--- src/rtl/fifo_pkg.sv ---
// Shared types and helpers for the FIFO read-side packer.
package fifo_pkg;

  localparam int unsigned DefaultWidth = 16;

  typedef enum logic {
    FILL,
    FLUSH
  } pack_state_e;

  function automatic int unsigned pack_count_bits(input int unsigned pack);
    return $clog2(pack + 1);
  endfunction

endpackage

--- src/rtl/fifo_out_slot.sv ---
// Single-entry valid/ready holding register; can be reloaded in the cycle it drains.
module fifo_out_slot #(
  parameter int unsigned DW = 8
) (
  input  logic          clock,
  input  logic          reset_n,
  input  logic          load,
  input  logic [DW-1:0] load_data,
  output logic          out_valid,
  input  logic          out_ready,
  output logic [DW-1:0] out_data,
  output logic          slot_free
);

  logic          valid_q;
  logic [DW-1:0] data_q;

  always_ff @(posedge clock) begin
    if (!reset_n) begin
      valid_q <= 1'b0;
      data_q  <= '0;
    end else if (load) begin
      valid_q <= 1'b1;
      data_q  <= load_data;
    end else if (out_ready) begin
      valid_q <= 1'b0;
    end
  end

  assign out_valid = valid_q;
  assign out_data  = data_q;
  assign slot_free = !valid_q || out_ready;

endmodule

--- src/rtl/fifo_rd_packer.sv ---
// Drains FIFO words and packs PACK of them into one wide beat; flush emits a partial beat.
module fifo_rd_packer
  import fifo_pkg::*;
#(
  parameter int unsigned WIDTH    = DefaultWidth,
  parameter int unsigned PACK     = 2,
  parameter int unsigned CNT_BITS = pack_count_bits(PACK)
) (
  input  logic                  clock,
  input  logic                  reset_n,
  output logic                  fifo_rd_en,
  input  logic [WIDTH-1:0]      fifo_rd_data,
  input  logic                  fifo_rd_valid,
  input  logic                  flush,
  output logic                  out_valid,
  input  logic                  out_ready,
  output logic [PACK*WIDTH-1:0] out_data,
  output logic [CNT_BITS-1:0]   out_count,
  output logic                  busy
);

  localparam int unsigned IdxW = $clog2(PACK);
  localparam int unsigned DW   = PACK * WIDTH + CNT_BITS;
  localparam logic [IdxW-1:0] LastIdx = IdxW'(PACK - 1);

  pack_state_e state_q, state_d;
  logic [IdxW-1:0] idx_q, idx_d;
  // Lanes 0..PACK-2 hold words awaiting the final word of a beat.
  logic [PACK-2:0][WIDTH-1:0] lanes_q, lanes_d;
  logic [PACK-2:0][WIDTH-1:0] flush_lanes;

  logic          load;
  logic [DW-1:0] load_data;
  logic [DW-1:0] slot_data;
  logic          slot_free;

  always_comb begin
    flush_lanes = '0;
    for (int unsigned k = 0; k < PACK - 1; k++) begin
      if (IdxW'(k) < idx_q) flush_lanes[k] = lanes_q[k];
    end
  end

  always_comb begin
    state_d    = state_q;
    idx_d      = idx_q;
    lanes_d    = lanes_q;
    load       = 1'b0;
    load_data  = '0;
    fifo_rd_en = 1'b0;
    unique case (state_q)
      FILL: begin
        fifo_rd_en = (idx_q != LastIdx) || slot_free;
        if (fifo_rd_valid) begin
          if (idx_q != LastIdx) begin
            for (int unsigned k = 0; k < PACK - 1; k++) begin
              if (idx_q == IdxW'(k)) lanes_d[k] = fifo_rd_data;
            end
            idx_d = idx_q + IdxW'(1);
          end else begin
            load      = 1'b1;
            load_data = {CNT_BITS'(PACK), fifo_rd_data, lanes_q};
            idx_d     = '0;
            lanes_d   = '0;
          end
        end
        // Decide on the post-capture fill level so a just-completed beat never
        // produces a trailing empty beat.
        if (flush && idx_d != '0) state_d = FLUSH;
      end
      FLUSH: begin
        if (slot_free) begin
          load      = 1'b1;
          load_data = {CNT_BITS'(idx_q), {WIDTH{1'b0}}, flush_lanes};
          idx_d     = '0;
          lanes_d   = '0;
          state_d   = FILL;
        end
      end
      default: state_d = FILL;
    endcase
    if (!reset_n) fifo_rd_en = 1'b0;
  end

  always_ff @(posedge clock) begin
    if (!reset_n) begin
      state_q <= FILL;
      idx_q   <= '0;
      lanes_q <= '0;
    end else begin
      state_q <= state_d;
      idx_q   <= idx_d;
      lanes_q <= lanes_d;
    end
  end

  fifo_out_slot #(
    .DW(DW)
  ) u_slot (
    .clock     (clock),
    .reset_n   (reset_n),
    .load      (load),
    .load_data (load_data),
    .out_valid (out_valid),
    .out_ready (out_ready),
    .out_data  (slot_data),
    .slot_free (slot_free)
  );

  assign out_data  = slot_data[PACK*WIDTH-1:0];
  assign out_count = slot_data[DW-1 -: CNT_BITS];
  assign busy      = (idx_q != '0) || (state_q == FLUSH) || out_valid;

endmodule

--- config.mk ---
export PLATFORM = sky130hd
export DESIGN_NAME = fifo_rd_packer
export DESIGN_NICKNAME = d
export VERILOG_FILES = /design/src/rtl/fifo_pkg.sv /design/src/rtl/fifo_out_slot.sv /design/src/rtl/fifo_rd_packer.sv
export SDC_FILE = /design/constraint.sdc
export NUM_CORES = 1
export LEC_CHECK = 0
export BUFFER_PORTS_ARGS = -buffer_cell sky130_fd_sc_hd__clkbuf_2
export CELL_PAD_IN_SITES_DETAIL_PLACEMENT = 0
export CELL_PAD_IN_SITES_GLOBAL_PLACEMENT = 1
export CORE_UTILIZATION = 38
export DETAILED_ROUTE_END_ITERATION = 6
export GPL_TIMING_DRIVEN = 0
export PLACE_DENSITY = 0.81
export SKIP_CTS_REPAIR_TIMING = 1
export SLEW_MARGIN = 15
export SYNTH_ARGS = -nofsm -noshare
export SYNTH_HDL_FRONTEND = slang
export SYNTH_SLANG_ARGS = --single-unit
--- constraint.sdc ---
create_clock -name clock -period 1.6 [get_ports clock]
set_input_delay 0.24 -clock clock [delete_from_list [all_inputs] [get_ports clock]]
set_output_delay 0.24 -clock clock [all_outputs]
set_load 0.01 [all_outputs]
==> results.py, run 1 <==
metrics = {
    "pwr": {
        "p_comb_share_pct": 14.7,
        "p_int_mw": 1.82,
        "pwr-share-clk_pct": 29.2,
        "ir_drop_uv": 415,
        "p_sw_share_pct": 26.3,
        "p_seq_share_pct": 56.1,
        "power_leakage_nw": 1.07,
        "total_power_mw": 2.47,
        "p_switching_uw": 652,
        "pwr_density_cell_nw_per_um2": 931,
    },
    "synth": {
        "synthDistinctLibCells": 32,
        "syn_area_per_cell_um2": 9.03,
        "yosys_warnings": 0,
        "synth_nets": 266,
        "synth_cells": 244,
        "ys_ff_latch": 53,
        "synth_area_um2": 2200,
        "yosysSeqAreaShare_pct": 48.2,
    },
    "worst_setup_path": {
        "crit_required_ns": 1.36,
        "slowest_stage": "or3_1",
        "rrSetupSlack_ns": 0.23,
        "cp_num_buf_inv": 2,
        "end_kind": "output pin",
        "path_max_fanout": 8,
        "reg2reg_from": "idx_q",
        "critPathLaunchType": "flop",
        "max_stage_delay_ns": 0.36,
        "crit_type": "reg2out",
        "crit_family": "simple AND/OR/NAND/NOR gates",
        "worstPathArrival_ns": 1.28,
        "rr_worst_depth": 5,
        "cp_cell_sequence": "buf_4, or3_1, clkbuf_2",
        "r2r-end": "u_slot.out_data[2]",
    },
    "sta": {
        "finalCritPeriodShare_pct": 95.2,
        "relSlewSlack_pct": 64.3,
        "setup_viol": 0,
        "min_period_ns": 1.52,
        "hold_violations": 0,
        "rsz0062_at_grt": "no",
        "slew_viol_final": 0,
        "fmax_mhz": 656,
        "finClkSkew_ns": 0.00695,
        "tightest_slew_ns": 0.536,
        "timing.setup.tns_ns": 0,
    },
    "clock_network": {
        "cts.sinks": 53,
        "clk_pin_slew_ns": 0.09,
        "htreeDepth": 2,
        "cts_root_buf": "clkbuf_8",
        "cts_buffers": 5,
        "cts_tree": "yes",
        "clockBufferDepth": 2,
        "clk_latency_ns": 0.30,
    },
    "global_routing": {
        "gr-usage-all-layers_pct": 17.5,
        "grt_max_degree": 16,
        "grt_pass1_vias": 1652,
        "grt_overflow": 0,
        "antenna_found_initial": 0,
        "grt_pass1_wl_um": 8200,
    },
    "floorplan": {
        "core_area_um2": 5540,
        "start_util_pct": 39.8,
        "die-area_um2": 6110,
        "rows": 27,
        "die_x_um": 78.1,
        "die_y_um": 78.1,
        "ios": 58,
    },
    "hold_path": {
        "worstHoldStart": "fifo_rd_data[6]",
        "min_to": "lanes_q[6]",
        "hold_path_class": "in2reg",
        "hold_depth": 3,
    },
    "routing": {
        "avgViaCountPerCell": 4.71,
        "wl_per_cell_um": 13.1,
        "postRouteWirelength_um": 4990,
        "drt_pass1_iterations": 4,
        "drc": 0,
        "final_antenna_net_count": 0,
        "drt_iter0_markers": 95,
        "route.vias.total": 1791,
    },
    "finish": {
        "drive_above_1_share_pct": 26.3,
        "antenna_cells": 0,
        "nets": 329,
        "area_delta_synth_final_pct": 20.6,
        "fill_cells": 574,
    },
    "run_status": {
        "outcome": "finished, final reports clean",
    },
    "run": {
        "drv_cap": 0,
    },
    "placed_design": {
        "port-buffer-count": 56,
        "hpwl_um": 3630,
        "gp_congestion": 0.768,
    },
}
-- worst reg2reg max path: stages (launching register included) --
cell	delay, ns
dfxtp_1	0.32
ha_1	0.21
and4b_4	0.21
a31oi_4	0.27
buf_6	0.19
o22ai_1	0.07
-- cell usage in the layout, fill, tap and decap left out, drive strengths merged --
master,count
a21boi,19
a21oi,1
a31oi,1
and2b,1
and3b,1
and4b,2
buf,12
clkbuf,70
clkinv,2
dfxtp,53
ha,1
inv,1
mux2i,16
nand2,81
nand2b,3
nand3,1
nand4,1
nor2,4
nor2b,1
nor3b,1
o21a,2
o21ai,17
o22ai,16
or3,1
-- power groups by stage --
stage | registers (mW) | clock network, mW | logic (mW)
finish | 1.39 | 0.723 | 0.363
global route | 1.39 | 0.800 | 0.401
CTS | 1.39 | 0.742 | 0.367
detailed placement | 1.42 | 0 | 0.365
global placement | 1.42 | 0 | 0.363
floorplan | 1.42 | 0 | 0.252
-- flip-flops by register name, indices dropped and copies added, names as in the netlist --
register / count
state_q: 1
u_slot.out_data: 34
u_slot.out_valid: 1
idx_q: 1
lanes_q: 16
-- layer usage --
metal / global-route usage, % / wire length [um] / vias up
li1: - / - / 949
met3: 2.91 / 178 / 6
met4: 7.22 / 65 / 0
met5: 0 / 0 / -
met2: 26.4 / 2200 / 37
met1: 24.6 / 2540 / 799
-- stage by stage --
step | setup WS (ns) | instances | instance area (um2) | utilization (%) | hold slack (ns)
3_5_place_dp | 0.103 | 372 | 2570 | 46.5 | 0.442
3_3_place_gp | 0.118 | 372 | 2570 | 46.5 | 0.443
5_1_grt | 0.0189 | 380 | 2660 | 47.9 | 0.155
2_1_floorplan | 0.374 | 244 | 2200 | - | 0.375
6_report | 0.0761 | 380 | 2660 | 47.9 | 0.158
4_1_cts | 0.0585 | 380 | 2660 | 47.9 | 0.149
-- how the worst max path moves through the flow --
stage,startpoint,to,slack [ns],cells after the start
5_1_grt,idx_q,busy,0.02,3
2_1_floorplan,idx_q,u_slot.out_data[19],0.37,5
3_5_place_dp,fifo_rd_valid,u_slot.out_data[2],0.10,6
3_3_place_gp,fifo_rd_valid,u_slot.out_data[5],0.12,6
4_1_cts,idx_q,busy,0.06,3
6_report,idx_q,busy,0.08,3
-- synth_stat cells, drive strengths merged --
master / n / area share (%)
and4b: 2 / 1.1
nand2b: 3 / 0.85
and2b: 1 / 0.34
nor2: 4 / 1.8
nand4: 1 / 0.28
nor3b: 1 / 0.85
a21boi: 19 / 6.5
a31oi: 1 / 0.97
a21oi: 1 / 0.23
or3: 1 / 0.28
inv: 1 / 0.17
mux2i: 16 / 7.3
nor2b: 1 / 0.28
nand3: 1 / 0.23
dfxtp: 53 / 48
and3b: 1 / 0.40
clkbuf: 8 / 1.4
ha: 1 / 0.57
buf: 12 / 5.5
o22ai: 16 / 4.5
nand2: 81 / 14
o21a: 2 / 0.68
o21ai: 17 / 3.9
-- final cells by class --
type / instances / area [um2] / area share, %
plain buffers: 20 / 153 / 5.75
clock buffers: 6 / 72.6 / 2.73
clock inverters: 2 / 10.0 / 0.377
inverters: 1 / 3.75 / 0.141
multi-input cells: 170 / 986 / 37.1
flip-flops and latches: 53 / 1060 / 39.9
well taps: 72 / 90.1 / 3.39
repair buffers: 56 / 280 / 10.6
-- kinds of logic after synthesis --
| kind of cell | Yosys count | share of synthesized area (%) |
|---|---|---|
| simple gates | 97 | 20.2 |
| flops | 53 | 48.2 |
| mux | 16 | 7.27 |
| buf+inv | 21 | 7.10 |
| fa+ha+maj | 1 | 0.568 |
| compound gates | 56 | 16.8 |
No activity file was read; power rests on OpenSTA's default activity.
==> run 2: changes to the inputs <==
Settings changed: RECOVER_POWER from default to 100.
==> results.py, run 2 (synthesis results as in run 1) <==
metrics = {
    "worst_setup_path": {
        "max_stage_delay_ns": 0.36,
        "r2r-end": "u_slot.out_data[5]",
        "end_kind": "output pin",
        "crit_family": "simple AND/OR/NAND/NOR gates",
        "critPathLaunchType": "flop",
        "cp_cell_sequence": "buf_4, or3_1, clkbuf_1",
        "worstPathArrival_ns": 1.27,
        "rrSetupSlack_ns": 0.10,
        "rr_worst_depth": 5,
        "reg2reg_from": "idx_q",
        "cp_num_buf_inv": 2,
        "crit_required_ns": 1.36,
        "crit_type": "reg2out",
        "crit_start": "idx_q",
        "slowest_stage": "or3_1",
        "path_max_fanout": 8,
    },
    "routing": {
        "drt_iter0_markers": 90,
        "postRouteWirelength_um": 5000,
        "wl_per_cell_um": 13.2,
        "drt_pass1_iterations": 6,
        "route.vias.total": 1810,
        "final_antenna_net_count": 0,
        "drc": 0,
        "avgViaCountPerCell": 4.76,
    },
    "clock_network": {
        "htreeDepth": 2,
        "clk_latency_ns": 0.30,
        "cts_root_buf": "clkbuf_8",
        "cts_tree": "yes",
        "clockBufferDepth": 2,
        "cts.sinks": 53,
        "clk_pin_slew_ns": 0.09,
        "cts_buffers": 5,
    },
    "floorplan": {
        "die_y_um": 78.1,
        "ios": 58,
        "die_x_um": 78.1,
        "rows": 27,
        "core_area_um2": 5540,
        "start_util_pct": 39.8,
        "die-area_um2": 6110,
    },
    "finish": {
        "final_common_cell": "nand2_1",
        "area_delta_synth_final_pct": 17.1,
        "antenna_cells": 0,
        "mostFrequentLayoutCells": "81 x nand2_1, 53 x dfxtp_1, 45 x clkbuf_1, 21 x clkbuf_2, 17 x a21boi_0",
        "nets": 329,
        "largest_reg_flops": 34,
        "fill_cells": 597,
        "post-route-util_pct": 46.6,
        "drive_above_1_share_pct": 14.3,
    },
    "hold_path": {
        "min_to": "lanes_q[10]",
        "worstHoldStart": "fifo_rd_data[10]",
        "hold_depth": 3,
        "hold_path_class": "in2reg",
    },
    "sta": {
        "tightest_slew_ns": 0.545,
        "rsz0062_at_grt": "no",
        "fmax_mhz": 661,
        "finalWorstSetupSlack_ns": 0.0872,
        "hold_violations": 0,
        "relSlewSlack_pct": 63.7,
        "finClkSkew_ns": 0.00683,
        "timing.setup.tns_ns": 0,
        "setup_viol": 0,
        "min_period_ns": 1.51,
        "slew_viol_final": 0,
        "finalCritPeriodShare_pct": 94.6,
        "worst_hold_slack_ns": 0.163,
    },
    "global_routing": {
        "grt_pass1_wl_um": 8200,
        "gr-usage-all-layers_pct": 17.5,
        "grt_overflow": 0,
        "grt_pass1_vias": 1652,
        "antenna_found_initial": 0,
        "grt_max_degree": 16,
    },
    "pwr": {
        "pwr_density_cell_nw_per_um2": 946,
        "total_power_mw": 2.44,
        "ir_drop_uv": 416,
        "power_leakage_nw": 0.932,
    },
    "placed_design": {
        "hpwl_um": 3630,
        "port-buffer-count": 56,
        "gp_congestion": 0.768,
        "place_ws_ns": 0.103,
    },
    "run": {
        "drv_cap": 0,
    },
    "run_status": {
        "outcome": "finished, final reports clean",
    },
}
run 2: changes by cell type in the layout (fill, tap and decap cells not counted), sizes merged:
| cell | delta |
|---|---|
| clkbuf | +2 |
| buf | -2 |
run 2: layout make-up:
type	count	area, um2	area share [%]
clock inverters	2	10.0	0.388
inverters	1	3.75	0.145
well taps	72	90.1	3.49
multi-input cells	170	971	37.6
repair buffers	56	234	9.06
flip-flops and latches	53	1060	41.1
clock buffers	6	72.6	2.81
plain buffers	20	139	5.38
run 2: through the flow:
stage / instance area [um2] / instances
after floorplan: 2200 / 244
after global placement: 2570 / 372
after detailed placement: 2570 / 372
after CTS: 2660 / 380
after global routing: 2580 / 380
final: 2580 / 380
run 2: tightest hold or removal path, stage by stage:
cell      delay [ns]
clkbuf_2        0.09
nand2_1         0.05
a21boi_1        0.05
run 2: layer usage:
metal  global-route usage, %  vias up  wire, um
met2                    26.4       41      2220
met5                       0        -         0
met4                    7.22        0        55
met1                    24.6      822      2560
met3                    2.91        5       165
li1                        -      942         -
run 2: worst max path at each step:
| stage | slack [ns] | depth (start not counted) | endpoint |
|---|---|---|---|
| 3_5_place_dp | 0.10 | 6 | u_slot.out_data[2] |
| 5_1_grt | 0.01 | 4 | fifo_rd_en |
| 6_report | 0.09 | 3 | busy |
| 4_1_cts | 0.06 | 3 | busy |
| 2_1_floorplan | 0.37 | 5 | u_slot.out_data[19] |
| 3_3_place_gp | 0.12 | 6 | u_slot.out_data[5] |
run 2: power breakdown:
| part | switching [mW] | internal [mW] | leakage [nW] |
|---|---|---|---|
| combinational | 0.199 | 0.136 | 0.457 |
| clock | 0.416 | 0.304 | 0.0450 |
| sequential | 0.0255 | 1.36 | 0.430 |
